<file path="src/rtl/encode_6466b_sm.sv">
// ---------------------------------------------------------------------------
// encode_6466b_sm
// Registered 64b/66b transmit encoder for a 10G PCS. XGMII-style beats of
// 32 or 64 bits are assembled into 64-bit blocks. Each block is classified
// as D/S/T/C/E, encoded with a Clause 49 block type and checked by the
// INIT/C/D/T/E transmit state machine. Illegal sequences are replaced by
// error blocks, and a saturating counter records how many were sent.
//
// Ports
//   i_txc        : TX clock; all logic on the rising edge
//   i_reset      : asynchronous, active-high reset
//   i_init_done  : PCS/transceiver init complete; low forces INIT
//   i_txd        : MAC data; byte lane 0 is in [7:0] and goes first on the wire
//   i_txctl      : per-lane control flag (1 = control character)
//   i_tx_pause   : gearbox pause; the beat is not consumed and all state holds
//   o_txd        : encoded block payload (type byte in [7:0] for control blocks)
//   o_tx_header  : sync header (SYNC_DATA or SYNC_CTL)
//   o_tx_state   : current state (0 INIT, 1 C, 2 D, 3 T, 4 E)
//   o_err_count  : error blocks emitted since reset; saturates
//
// The control-code payload is kept byte-aligned. Each lane that carries a
// control code uses one byte (CC_IDLE 0x00, CC_ERROR 0x1E). O-codes and
// padding together use the byte at lane 4.
// ---------------------------------------------------------------------------
module encode_6466b_sm #(
  parameter int DATA_WIDTH    = 64,
  parameter int ERR_CNT_WIDTH = 16
) (
  input  logic                      i_txc,
  input  logic                      i_reset,
  input  logic                      i_init_done,
  input  logic [DATA_WIDTH-1:0]     i_txd,
  input  logic [DATA_WIDTH/8-1:0]   i_txctl,
  input  logic                      i_tx_pause,
  output logic [63:0]               o_txd,
  output logic [1:0]                o_tx_header,
  output logic [2:0]                o_tx_state,
  output logic [ERR_CNT_WIDTH-1:0]  o_err_count
);

  localparam logic [1:0]  SYNC_DATA = 2'b01;
  localparam logic [1:0]  SYNC_CTL  = 2'b10;
  localparam logic [7:0]  BT_IDLE   = 8'h1E;
  localparam logic [7:0]  BT_O4     = 8'h2D;
  localparam logic [7:0]  BT_S4     = 8'h33;
  localparam logic [7:0]  BT_O0S4   = 8'h66;
  localparam logic [7:0]  BT_O0O4   = 8'h55;
  localparam logic [7:0]  BT_O0     = 8'h4B;
  localparam logic [7:0]  BT_S0     = 8'h78;
  localparam logic [7:0]  XC_IDLE   = 8'h07;
  localparam logic [7:0]  XC_START  = 8'hFB;
  localparam logic [7:0]  XC_TERM   = 8'hFD;
  localparam logic [7:0]  XC_SEQ    = 8'h9C;
  localparam logic [7:0]  CC_ERROR  = 8'h1E;
  localparam logic [63:0] ERR_BLOCK = {{7{CC_ERROR}}, BT_IDLE};
  localparam logic [1:0]  HK_IDLE   = 2'd0;
  localparam logic [1:0]  HK_OS     = 2'd1;
  localparam logic [1:0]  HK_OTHER  = 2'd2;

  typedef enum logic [2:0] {
    ST_INIT = 3'd0, ST_C = 3'd1, ST_D = 3'd2, ST_T = 3'd3, ST_E = 3'd4
  } tx_state_e;

  typedef enum logic [2:0] {
    CLS_C = 3'd0, CLS_S = 3'd1, CLS_T = 3'd2, CLS_D = 3'd3, CLS_E = 3'd4
  } blk_cls_e;

  // Classify one half of a block: all idle, ordered set in its first lane, or other.
  function automatic logic [1:0] half_kind(input logic [31:0] d, input logic [3:0] c);
    logic [1:0] k;
    if (c == 4'hF && d == {4{XC_IDLE}}) begin
      k = HK_IDLE;
    end else if (c == 4'h1 && d[7:0] == XC_SEQ) begin
      k = HK_OS;
    end else begin
      k = HK_OTHER;
    end
    return k;
  endfunction

  // Block type for a terminate character in lane k.
  function automatic logic [7:0] bt_term(input logic [2:0] k);
    logic [7:0] bt;
    case (k)
      3'd0:    bt = 8'h87;
      3'd1:    bt = 8'h99;
      3'd2:    bt = 8'hAA;
      3'd3:    bt = 8'hB4;
      3'd4:    bt = 8'hCC;
      3'd5:    bt = 8'hD2;
      3'd6:    bt = 8'hE1;
      3'd7:    bt = 8'hFF;
      default: bt = 8'hFF;
    endcase
    return bt;
  endfunction

  logic [63:0] blk_txd_s;
  logic [7:0]  blk_txc_s;
  logic        blk_done_s;

  if (DATA_WIDTH == 64) begin : g_w64
    assign blk_txd_s  = i_txd;
    assign blk_txc_s  = i_txctl;
    assign blk_done_s = 1'b1;
  end else if (DATA_WIDTH == 32) begin : g_w32
    logic        phase_q, phase_d;
    logic [31:0] hold_txd_q, hold_txd_d;
    logic [3:0]  hold_txc_q, hold_txc_d;

    // The first accepted beat of a pair is held; init_done low restarts pairing.
    always_comb begin
      phase_d    = phase_q;
      hold_txd_d = hold_txd_q;
      hold_txc_d = hold_txc_q;
      if (!i_tx_pause) begin
        phase_d = i_init_done ? ~phase_q : 1'b0;
        if (!phase_q) begin
          hold_txd_d = i_txd;
          hold_txc_d = i_txctl;
        end else begin
          hold_txd_d = hold_txd_q;
          hold_txc_d = hold_txc_q;
        end
      end else begin
        phase_d = phase_q;
      end
    end

    // Assembly phase and holding registers.
    always_ff @(posedge i_txc or posedge i_reset) begin
      if (i_reset) begin
        phase_q    <= 1'b0;
        hold_txd_q <= 32'd0;
        hold_txc_q <= 4'd0;
      end else begin
        phase_q    <= phase_d;
        hold_txd_q <= hold_txd_d;
        hold_txc_q <= hold_txc_d;
      end
    end

    assign blk_txd_s  = {i_txd, hold_txd_q};
    assign blk_txc_s  = {i_txctl, hold_txc_q};
    assign blk_done_s = phase_q;
  end else begin : g_bad_width
    $error("encode_6466b_sm: DATA_WIDTH must be 32 or 64");
    assign blk_txd_s  = 64'd0;
    assign blk_txc_s  = 8'd0;
    assign blk_done_s = 1'b0;
  end

  logic [63:0]              txd_q, txd_d;
  logic [1:0]               hdr_q, hdr_d;
  tx_state_e                state_q, state_d, tgt_s;
  logic [ERR_CNT_WIDTH-1:0] err_q, err_d;
  blk_cls_e                 cls_s;
  logic [63:0]              enc_s, term_blk_s;
  logic [7:0]               idle_lanes_s, term_hit_s;
  logic [1:0]               hk_lo_s, hk_hi_s;
  logic                     legal_s;

  // Classify the assembled block and build its Clause 49 payload.
  always_comb begin
    hk_lo_s      = half_kind(blk_txd_s[31:0],  blk_txc_s[3:0]);
    hk_hi_s      = half_kind(blk_txd_s[63:32], blk_txc_s[7:4]);
    idle_lanes_s = 8'd0;
    term_hit_s   = 8'd0;
    term_blk_s   = 64'd0;
    for (int j = 0; j < 8; j++) begin
      idle_lanes_s[j] = (blk_txd_s[8*j +: 8] == XC_IDLE);
    end
    // At most one lane can hold a valid /T/: lanes below it are data, lanes above are /I/.
    for (int k = 0; k < 8; k++) begin
      term_hit_s[k] = blk_txc_s[k] && (blk_txd_s[8*k +: 8] == XC_TERM)
                      && ((blk_txc_s & ((8'h01 << k) - 8'h01)) == 8'h00)
                      && ((blk_txc_s & idle_lanes_s & ~((8'h02 << k) - 8'h01))
                          == ~((8'h02 << k) - 8'h01));
      term_blk_s = term_blk_s | ({64{term_hit_s[k]}} &
                   (({blk_txd_s[55:0], 8'h00} & ((64'd1 << (8*(k+1))) - 64'd1)
                     & ~64'h0000_0000_0000_00FF) | {56'd0, bt_term(3'(k))}));
    end

    cls_s = CLS_E;
    enc_s = ERR_BLOCK;
    if (blk_txc_s == 8'h00) begin
      cls_s = CLS_D;
      enc_s = blk_txd_s;
    end else if (blk_txc_s == 8'h01 && blk_txd_s[7:0] == XC_START) begin
      cls_s = CLS_S;
      enc_s = {blk_txd_s[63:8], BT_S0};
    end else if (blk_txc_s[7:4] == 4'h1 && blk_txd_s[39:32] == XC_START && hk_lo_s != HK_OTHER) begin
      cls_s = CLS_S;
      enc_s = (hk_lo_s == HK_IDLE) ? {blk_txd_s[63:40], 8'h00, 24'd0, BT_S4}
                                   : {blk_txd_s[63:40], 8'h00, blk_txd_s[31:8], BT_O0S4};
    end else if (hk_lo_s != HK_OTHER && hk_hi_s != HK_OTHER) begin
      cls_s = CLS_C;
      case ({hk_lo_s, hk_hi_s})
        {HK_IDLE, HK_IDLE}: enc_s = {56'd0, BT_IDLE};
        {HK_IDLE, HK_OS}:   enc_s = {blk_txd_s[63:40], 8'h00, 24'd0, BT_O4};
        {HK_OS, HK_OS}:     enc_s = {blk_txd_s[63:40], 8'h00, blk_txd_s[31:8], BT_O0O4};
        {HK_OS, HK_IDLE}:   enc_s = {24'd0, 8'h00, blk_txd_s[31:8], BT_O0};
        default:            enc_s = ERR_BLOCK;
      endcase
    end else if (term_hit_s != 8'h00) begin
      cls_s = CLS_T;
      enc_s = term_blk_s;
    end else begin
      cls_s = CLS_E;
      enc_s = ERR_BLOCK;
    end
  end

  // Transition legality and the state a legal block leads to.
  always_comb begin
    case (state_q)
      ST_INIT, ST_C, ST_T: legal_s = (cls_s == CLS_C) || (cls_s == CLS_S);
      ST_D:                legal_s = (cls_s == CLS_D) || (cls_s == CLS_T);
      ST_E:                legal_s = (cls_s != CLS_E);
      default:             legal_s = 1'b0;
    endcase
    case (cls_s)
      CLS_C:   tgt_s = ST_C;
      CLS_S:   tgt_s = ST_D;
      CLS_D:   tgt_s = ST_D;
      CLS_T:   tgt_s = ST_T;
      default: tgt_s = ST_E;
    endcase
  end

  // Next output block, state and error count; a paused edge changes nothing.
  always_comb begin
    txd_d   = txd_q;
    hdr_d   = hdr_q;
    state_d = state_q;
    err_d   = err_q;
    if (i_tx_pause) begin
      state_d = state_q;
    end else if (!i_init_done) begin
      state_d = ST_INIT;
      if (blk_done_s) begin
        txd_d = ERR_BLOCK;
        hdr_d = SYNC_CTL;
      end else begin
        txd_d = txd_q;
      end
    end else if (blk_done_s) begin
      if (legal_s) begin
        txd_d   = enc_s;
        hdr_d   = (cls_s == CLS_D) ? SYNC_DATA : SYNC_CTL;
        state_d = tgt_s;
      end else begin
        txd_d   = ERR_BLOCK;
        hdr_d   = SYNC_CTL;
        state_d = ST_E;
        err_d   = (err_q == {ERR_CNT_WIDTH{1'b1}}) ? err_q : err_q + ERR_CNT_WIDTH'(1);
      end
    end else begin
      state_d = state_q;
    end
  end

  // Output block, state and counter registers.
  always_ff @(posedge i_txc or posedge i_reset) begin
    if (i_reset) begin
      txd_q   <= ERR_BLOCK;
      hdr_q   <= SYNC_CTL;
      state_q <= ST_INIT;
      err_q   <= {ERR_CNT_WIDTH{1'b0}};
    end else begin
      txd_q   <= txd_d;
      hdr_q   <= hdr_d;
      state_q <= state_d;
      err_q   <= err_d;
    end
  end

  assign o_txd       = txd_q;
  assign o_tx_header = hdr_q;
  assign o_tx_state  = state_q;
  assign o_err_count = err_q;

endmodule
</file>
<file path="config.mk">
export PLATFORM = sky130hd
export DESIGN_NAME = encode_6466b_sm
export DESIGN_NICKNAME = d
export VERILOG_FILES = /design/src/rtl/encode_6466b_sm.sv
export SDC_FILE = /design/constraint.sdc
export NUM_CORES = 1
export LEC_CHECK = 0
export BUFFER_PORTS_ARGS = -buffer_cell sky130_fd_sc_hd__buf_2
export CAP_MARGIN = 20
export CORE_ASPECT_RATIO = 1.25
export CORE_MARGIN = 2
export CORE_UTILIZATION = 50
export DETAILED_ROUTE_END_ITERATION = 8
export PLACE_DENSITY_LB_ADDON = 0.1
export RECOVER_POWER = 25
export SKIP_LAST_GASP = 1
export SYNTH_ARGS = -nofsm -noshare
export SYNTH_HDL_FRONTEND = slang
export SYNTH_SLANG_ARGS = --single-unit
export TNS_END_PERCENT = 1
</file>
<file path="constraint.sdc">
create_clock -name i_txc -period 4.5 [get_ports i_txc]
set_input_delay 0.9 -clock i_txc [delete_from_list [all_inputs] [get_ports i_txc]]
set_output_delay 0.9 -clock i_txc [all_outputs]
set_load 0.05 [all_outputs]
</file>
* Word level (Yosys, flattened, before mapping)
Cells that the tools add are included.
** Operators by class
- Add/sub/neg operators :: 1
- Multipliers :: 0
- Divide/modulo/power cells :: 0
- $lt $le $gt $ge :: 0
- Equality and inequality tests :: 47
- Shift operators :: 0
- Mux-type cells :: 25
- Bitwise operators :: 18
- Reduce and logical (&&, ||, !) cells :: 48
** Operator list (count)
- 64-bit two-way mux :: 7
- 64-bit bitwise OR :: 6
- 64-bit one-hot mux with 4 select lines :: 1
- 8-bit equality test (second input constant) :: 12
- 64-bit by 16-bit bitwise AND with 64-bit output :: 1
- 64-bit by 24-bit bitwise AND with 64-bit output :: 1
- 64-bit by 32-bit bitwise AND with 64-bit output :: 1
- 64-bit by 40-bit bitwise AND with 64-bit output :: 1
- 64-bit by 48-bit bitwise AND with 64-bit output :: 1
- 64-bit by 56-bit bitwise AND with 64-bit output :: 1
- 64-bit bitwise AND :: 1
- 32-bit by 27-bit equality test with 1-bit output (second input constant) :: 2
- 8-bit by 3-bit equality test with 1-bit output (second input constant) :: 8
- 8-bit logical NOT :: 8
- 8-bit by 64-bit bitwise OR with 64-bit output :: 1
- 32-bit two-way mux :: 1
- 1-bit logical AND :: 30
- 3-bit two-way mux :: 7
- 16-bit by 1-bit adder with 16-bit output (second input constant) :: 1
- 16-bit equality test (second input constant) :: 1
- 2-bit two-way mux :: 7
- 3-bit by 2-bit equality test with 1-bit output (second input constant) :: 4
- 4-bit by 1-bit equality test with 1-bit output (second input constant) :: 3
- 4-bit equality test (second input constant) :: 3
- 22 further kinds :: 30
** Word-level totals
- Register bits after elaboration :: 85
- Latch bits :: 0
- Bits in writable memories :: 0
- Memory bits (read-only) :: 0
- Output and inout bits :: 85
- Logic and storage cells :: 143
- Memories :: 0

* Depth between registers and ports, before layout
- Word-level depth :: 19
- Mapped depth :: 11
- Mapped depth without buffers :: 8

* Worst setup path after synthesis
OpenSTA, ideal clock, no wires.
- Path kind :: input-to-reg
- Start :: in i_txd[28]
- End :: reg err_q[1] (netlist: o_err_count[1])
- Setup time :: 0.125 ns
- Arrival time :: 3.679 ns
- Slack :: 0.696 ns
- Stages :: 9
- Cells stage by stage :: or4_1 or4_1 buf_2 nor4_4 o22ai_4 a2111oi_2 nand3b_4 or2_2 mux2_2
** On the way
- Word-level cells in the longest chain between the ends :: 15
** Ends and longest elaborated chain
- start, declared :: RTL line 32 : input logic [DATA_WIDTH-1:0] i_txd,
- 8-bit by 3-bit equality test with 1-bit output or 8-bit equality test (tied branches) :: RTL line 171, 175
- 8-bit bitwise AND or 1-bit logical AND (tied branches)
- 7-bit equality test, or another cell as far along :: RTL line 178 : == ~((8'h02 << k) - 8'h01));
- 1-bit logical AND :: RTL line 177 : && ((blk_txc_s & idle_lanes_s & ~((8'h02 << k) - 8'h01))
- 8-bit nonzero test :: RTL line 205 : end else if (term_hit_s != 8'h00) begin
- 3-bit two-way mux :: RTL line 205
- 3-bit two-way mux :: RTL line 196 : end else if (hk_lo_s != HK_OTHER && hk_hi_s != HK_OTHER) begin
- 3-bit two-way mux (*) :: RTL line 192 : end else if (blk_txc_s[7:4] == 4'h1 && blk_txd_s[39:32] == XC_START && hk_lo_s != HK_OTHER) begin
- 3-bit two-way mux (*) :: RTL line 189 : end else if (blk_txc_s == 8'h01 && blk_txd_s[7:0] == XC_START) begin
- 3-bit two-way mux (*) :: RTL line 186 : if (blk_txc_s == 8'h00) begin
- 3-bit by 2-bit equality test with 1-bit output, or another cell as far along :: RTL line 218 : ST_D: legal_s = (cls_s == CLS_D) || (cls_s == CLS_T);
- 1-bit logical OR, on equally long branches :: RTL line 218, 217
- 1-bit one-hot mux with 3 select lines (*) :: RTL line 216 : case (state_q)
- 1-bit NOT (no source line) (*)
- 4-bit AND reduction (no source line) (*)
- end signal, assigned :: RTL line 269 : err_q <= {ERR_CNT_WIDTH{1'b0}};
- end signal, assigned :: RTL line 274 : err_q <= err_d;
- end, declared :: RTL line 156 : logic [ERR_CNT_WIDTH-1:0] err_q, err_d;
Every way passes the cells marked *; elsewhere a longest branch is shown, timed or not.
A chain may end at the register's enable or synchronous reset.

* Worst setup path in the final report
- Start :: in i_txd[28]
- End :: reg txd_q[55] (netlist: o_txd[55])
** On the way
- Word-level cells in the longest chain between the ends :: 19
** Ends and longest elaborated chain
- 8-bit by 3-bit equality test with 1-bit output :: RTL line 171 : idle_lanes_s[j] = (blk_txd_s[8*j +: 8] == XC_IDLE);
- 8-bit bitwise AND
- 6-bit equality test :: RTL line 178
- 1-bit logical AND :: RTL line 177
- 64-bit by 16-bit bitwise AND with 64-bit output :: RTL line 179 : term_blk_s = term_blk_s | ({64{term_hit_s[k]}} &
- 8-bit by 64-bit bitwise OR with 64-bit output :: RTL line 179
- 64-bit bitwise OR (6 in series) :: RTL line 179
- 64-bit two-way mux :: RTL line 205
- 64-bit two-way mux :: RTL line 196
- 64-bit two-way mux :: RTL line 192
- 64-bit two-way mux :: RTL line 189
- 64-bit two-way mux :: RTL line 186
- 64-bit two-way mux (*) :: RTL line 248 : if (legal_s) begin
- 64-bit two-way mux (*) :: RTL line 239 : end else if (!i_init_done) begin
- end signal, assigned :: RTL line 271 : txd_q <= txd_d;
- end, declared :: RTL line 153 : logic [63:0] txd_q, txd_d;
Marks and branches as above.

==> flow_metrics.py <==
metrics = {
    "outcome": {
        "status": "complete, but fails checks",
        "violations": "capacitance limit, slew limit",
    },
    "worst_setup_path": {
        "cp_num_buf_inv": 1,
        "slowest_stage": "or4_1",
        "path_class": "input port to flop",
        "r2r_slack_ns": 1.86,
        "rr_worst_depth": 7,
        "cp-startpoint": "i_txd[28]",
        "required_ns": 4.74,
        "cp.depth": 9,
        "r2r-start": "o_err_count[2]",
        "critPathCapture": "o_txd[55]",
        "path_cells": "buf_2 > or4_1 > or4_1 > o41ai_2 > o21ai_0 > a22o_1 > nand3b_4 > nand2_4 > o21ai_0",
        "path_delay_family": "simple AND/OR/NAND/NOR gates",
        "max_stage_delay_ns": 0.66,
        "worstSetupEndpointType": "flop",
        "cp.arrival_ns": 4.10,
        "critical_path.startpoint_type": "input port",
        "cp_max_fo": 36,
        "reg2reg_to": "o_err_count[1]",
    },
    "synthesis": {
        "yosysMostFrequentCell": "nand2_1",
        "synth_area_leaders": "dfrtp_1, dfstp_2, a22oi_1, nand2_1, a21oi_1",
        "synth_compound_area_share_pct": 23.5,
        "syn_nets": 655,
        "ys_seq_elements": 85,
        "ys_types": 61,
        "yosysTopAreaCellShare_pct": 25.7,
        "ys_seq_area_share_pct": 42.8,
        "synthesis.area_sq_mm": 0.00506,
        "synthCells": 578,
        "synth-edff-count": 0,
        "synth-async-reset-ratio_pct": 100,
        "synth_xor_area_share_pct": 2.60,
        "avgSynthCellArea_sq_um": 8.76,
        "synth-simple-area-share_pct": 26.2,
        "synth-main-ff-cell": "dfrtp_1",
        "yosys_warnings": 0,
        "yosys-top-cells-count": "nand2_1, dfrtp_1, a22oi_1",
        "synth.area.mux_share_pct": 0.222,
        "synth_top_family_by_area": "simple AND/OR/NAND/NOR gates",
        "synthAdderAreaFrac_pct": 0.247,
        "yosysTopAreaCell": "dfrtp_1",
    },
    "drt": {
        "initialDrtViolationCount": 423,
        "top_layer": "met4",
        "drc": 0,
        "route.met3.wl_um": 1140,
        "drt-wirelength-per-cell_um": 19.0,
        "drt-total-wl_um": 16400,
        "ant_nets": 0,
        "detail_route.first_pass.iterations": 6,
        "met2_length_um": 7880,
        "vias_per_cell": 5.98,
        "wl_met1_um": 6920,
        "vias": 5171,
    },
    "global_routing": {
        "grt_pass1_vias": 4836,
        "grt_usage_pct": 30.1,
        "grt_pass1_wl_um": 25500,
        "grt_overflow": 0,
        "antenna_found_initial": 0,
        "grt_max_degree": 71,
    },
    "clocking": {
        "clkSinkCount": 85,
        "clk_latency_ns": 0.34,
        "root_buffer": "clkbuf_16",
        "cts.clk_slew.worst_paths_ns": 0.06,
        "htree_levels": 3,
        "cts_setup_buffers": 0,
        "clockBufferDepth": 2,
        "numCtsBuffers": 9,
        "cts_tree": "built",
        "cts_resized": 0,
        "hold_buffers": 0,
    },
    "pwr": {
        "leakage_nw": 2.80,
        "power.density_mw_per_mm2": 293,
        "peakVddDrop_mv": 0.358,
        "finalPower_mw": 1.83,
    },
    "min_path": {
        "hold_path.class": "flop to flop",
    },
    "cells_and_area": {
        "stdcell_area_sq_mm": 0.00626,
        "finalNetCount": 808,
        "fin_util_pct": 62.6,
        "drive_gt1_share_pct": 32.3,
        "diodes": 0,
        "syn2layout_area_growth_pct": 23.6,
        "fin_cells": 865,
    },
    "sta": {
        "grt_setup_unrepaired": "false",
        "period_needed_ns": 3.86,
        "timing.setup.tns_ns": 0,
        "timing.final.ws_setup_ns": 0.638,
        "fin_crit_sh_pct": 85.8,
        "fmax_mhz": 259,
        "slew_headroom_pct": -53.2,
        "setup_viol": 0,
        "hold_viol": 0,
        "timing.hold.ws_ns": 0.452,
        "finClkSkew_ns": 0.00928,
        "worst_pin_slew_ns": 2.29,
        "drv_slew": 88,
    },
    "flow_run": {
        "cap_violations": 2,
    },
    "die": {
        "core_area_sq_mm": 0.0100,
        "ios": 161,
        "die_h_um": 117,
        "row_count": 41,
        "die_x_um": 94,
        "start_util_pct": 50.6,
        "dieArea_sq_mm": 0.0110,
    },
    "placed_design": {
        "dp_cells": 849,
        "dp_slack_ns": 0.306,
        "place_area_sq_mm": 0.00599,
        "dp_hpwl_um": 12400,
        "gp_congestion": 0.907,
        "portBuffers": 160,
    },
}
-- cell families (layout without fill, tap and decap cells) --
| kind of cell | Yosys count | count (layout) |
|---|---|---|
| simple gates | 245 | 245 |
| compound gates | 182 | 182 |
| flops | 85 | 85 |
| buf+inv | 49 | 207 |
| xor+xnor | 15 | 15 |
| fa+ha+maj | 1 | 1 |
| mux | 1 | 1 |
-- cells in the final DEF (no fill, tap or decap), types with 10 or more instances in the layout --
cell type,instances
buf_2,157
nand2_1,91
dfrtp_1,52
a22oi_1,50
a21oi_1,44
o21ai_0,34
dfstp_2,33
nor2b_1,26
nor2_1,24
nor3_1,15
buf_4,15
nand3_1,14
inv_1,14
nor4_1,12
xor2_1,11
o21ai_1,10
-- cell type report --
| class | count | area [sq um] |
|---|---|---|
| inverters | 15 | 57.6 |
| repair buffers | 176 | 913 |
| clock buffers | 11 | 243 |
| well taps | 129 | 161 |
| flip-flops and latches | 85 | 2170 |
| multi-input cells | 444 | 2680 |
| fillers | 919 | 3750 |
| clock inverters | 5 | 36.3 |
-- flip-flops by register name, summed over array words and instances (netlist names) --
signal       flops
o_tx_state       3
o_err_count     16
o_tx_header      2
o_txd           64
-- layer usage --
metal | up-vias | global-route usage (%)
li1 | 2438 | -
met1 | 2460 | 40.6
met2 | 234 | 47.8
met3 | 39 | 5.68
met4 | 0 | 12.5
met5 | - | 0
-- where the power goes --
group,switching [mW],leakage [nW],internal (mW)
Sequential,0.0473,1.05,0.794
Clock,0.298,0.128,0.389
Combinational,0.219,1.62,0.0870
Total,0.564,2.80,1.27
-- how the worst min path moves through the flow --
| stage | start | to | slack (ns) | cells after the start |
|---|---|---|---|---|
| 2_1_floorplan | o_txd[25] | o_txd[25] | 0.56 | 2 |
| 3_3_place_gp | o_txd[43] | o_txd[43] | 0.44 | 2 |
| 3_5_place_dp | o_txd[43] | o_txd[43] | 0.44 | 2 |
| 4_1_cts | o_txd[43] | o_txd[43] | 0.46 | 2 |
| 5_1_grt | o_txd[25] | o_txd[25] | 0.47 | 2 |
| 6_report | o_txd[43] | o_txd[43] | 0.45 | 2 |
-- worst min-delay path: stages (launching register included) --
cell and delay, ns:
dfstp_2 0.37, inv_1 0.04, a32oi_1 0.04
Power figures use the tool's default switching activity.
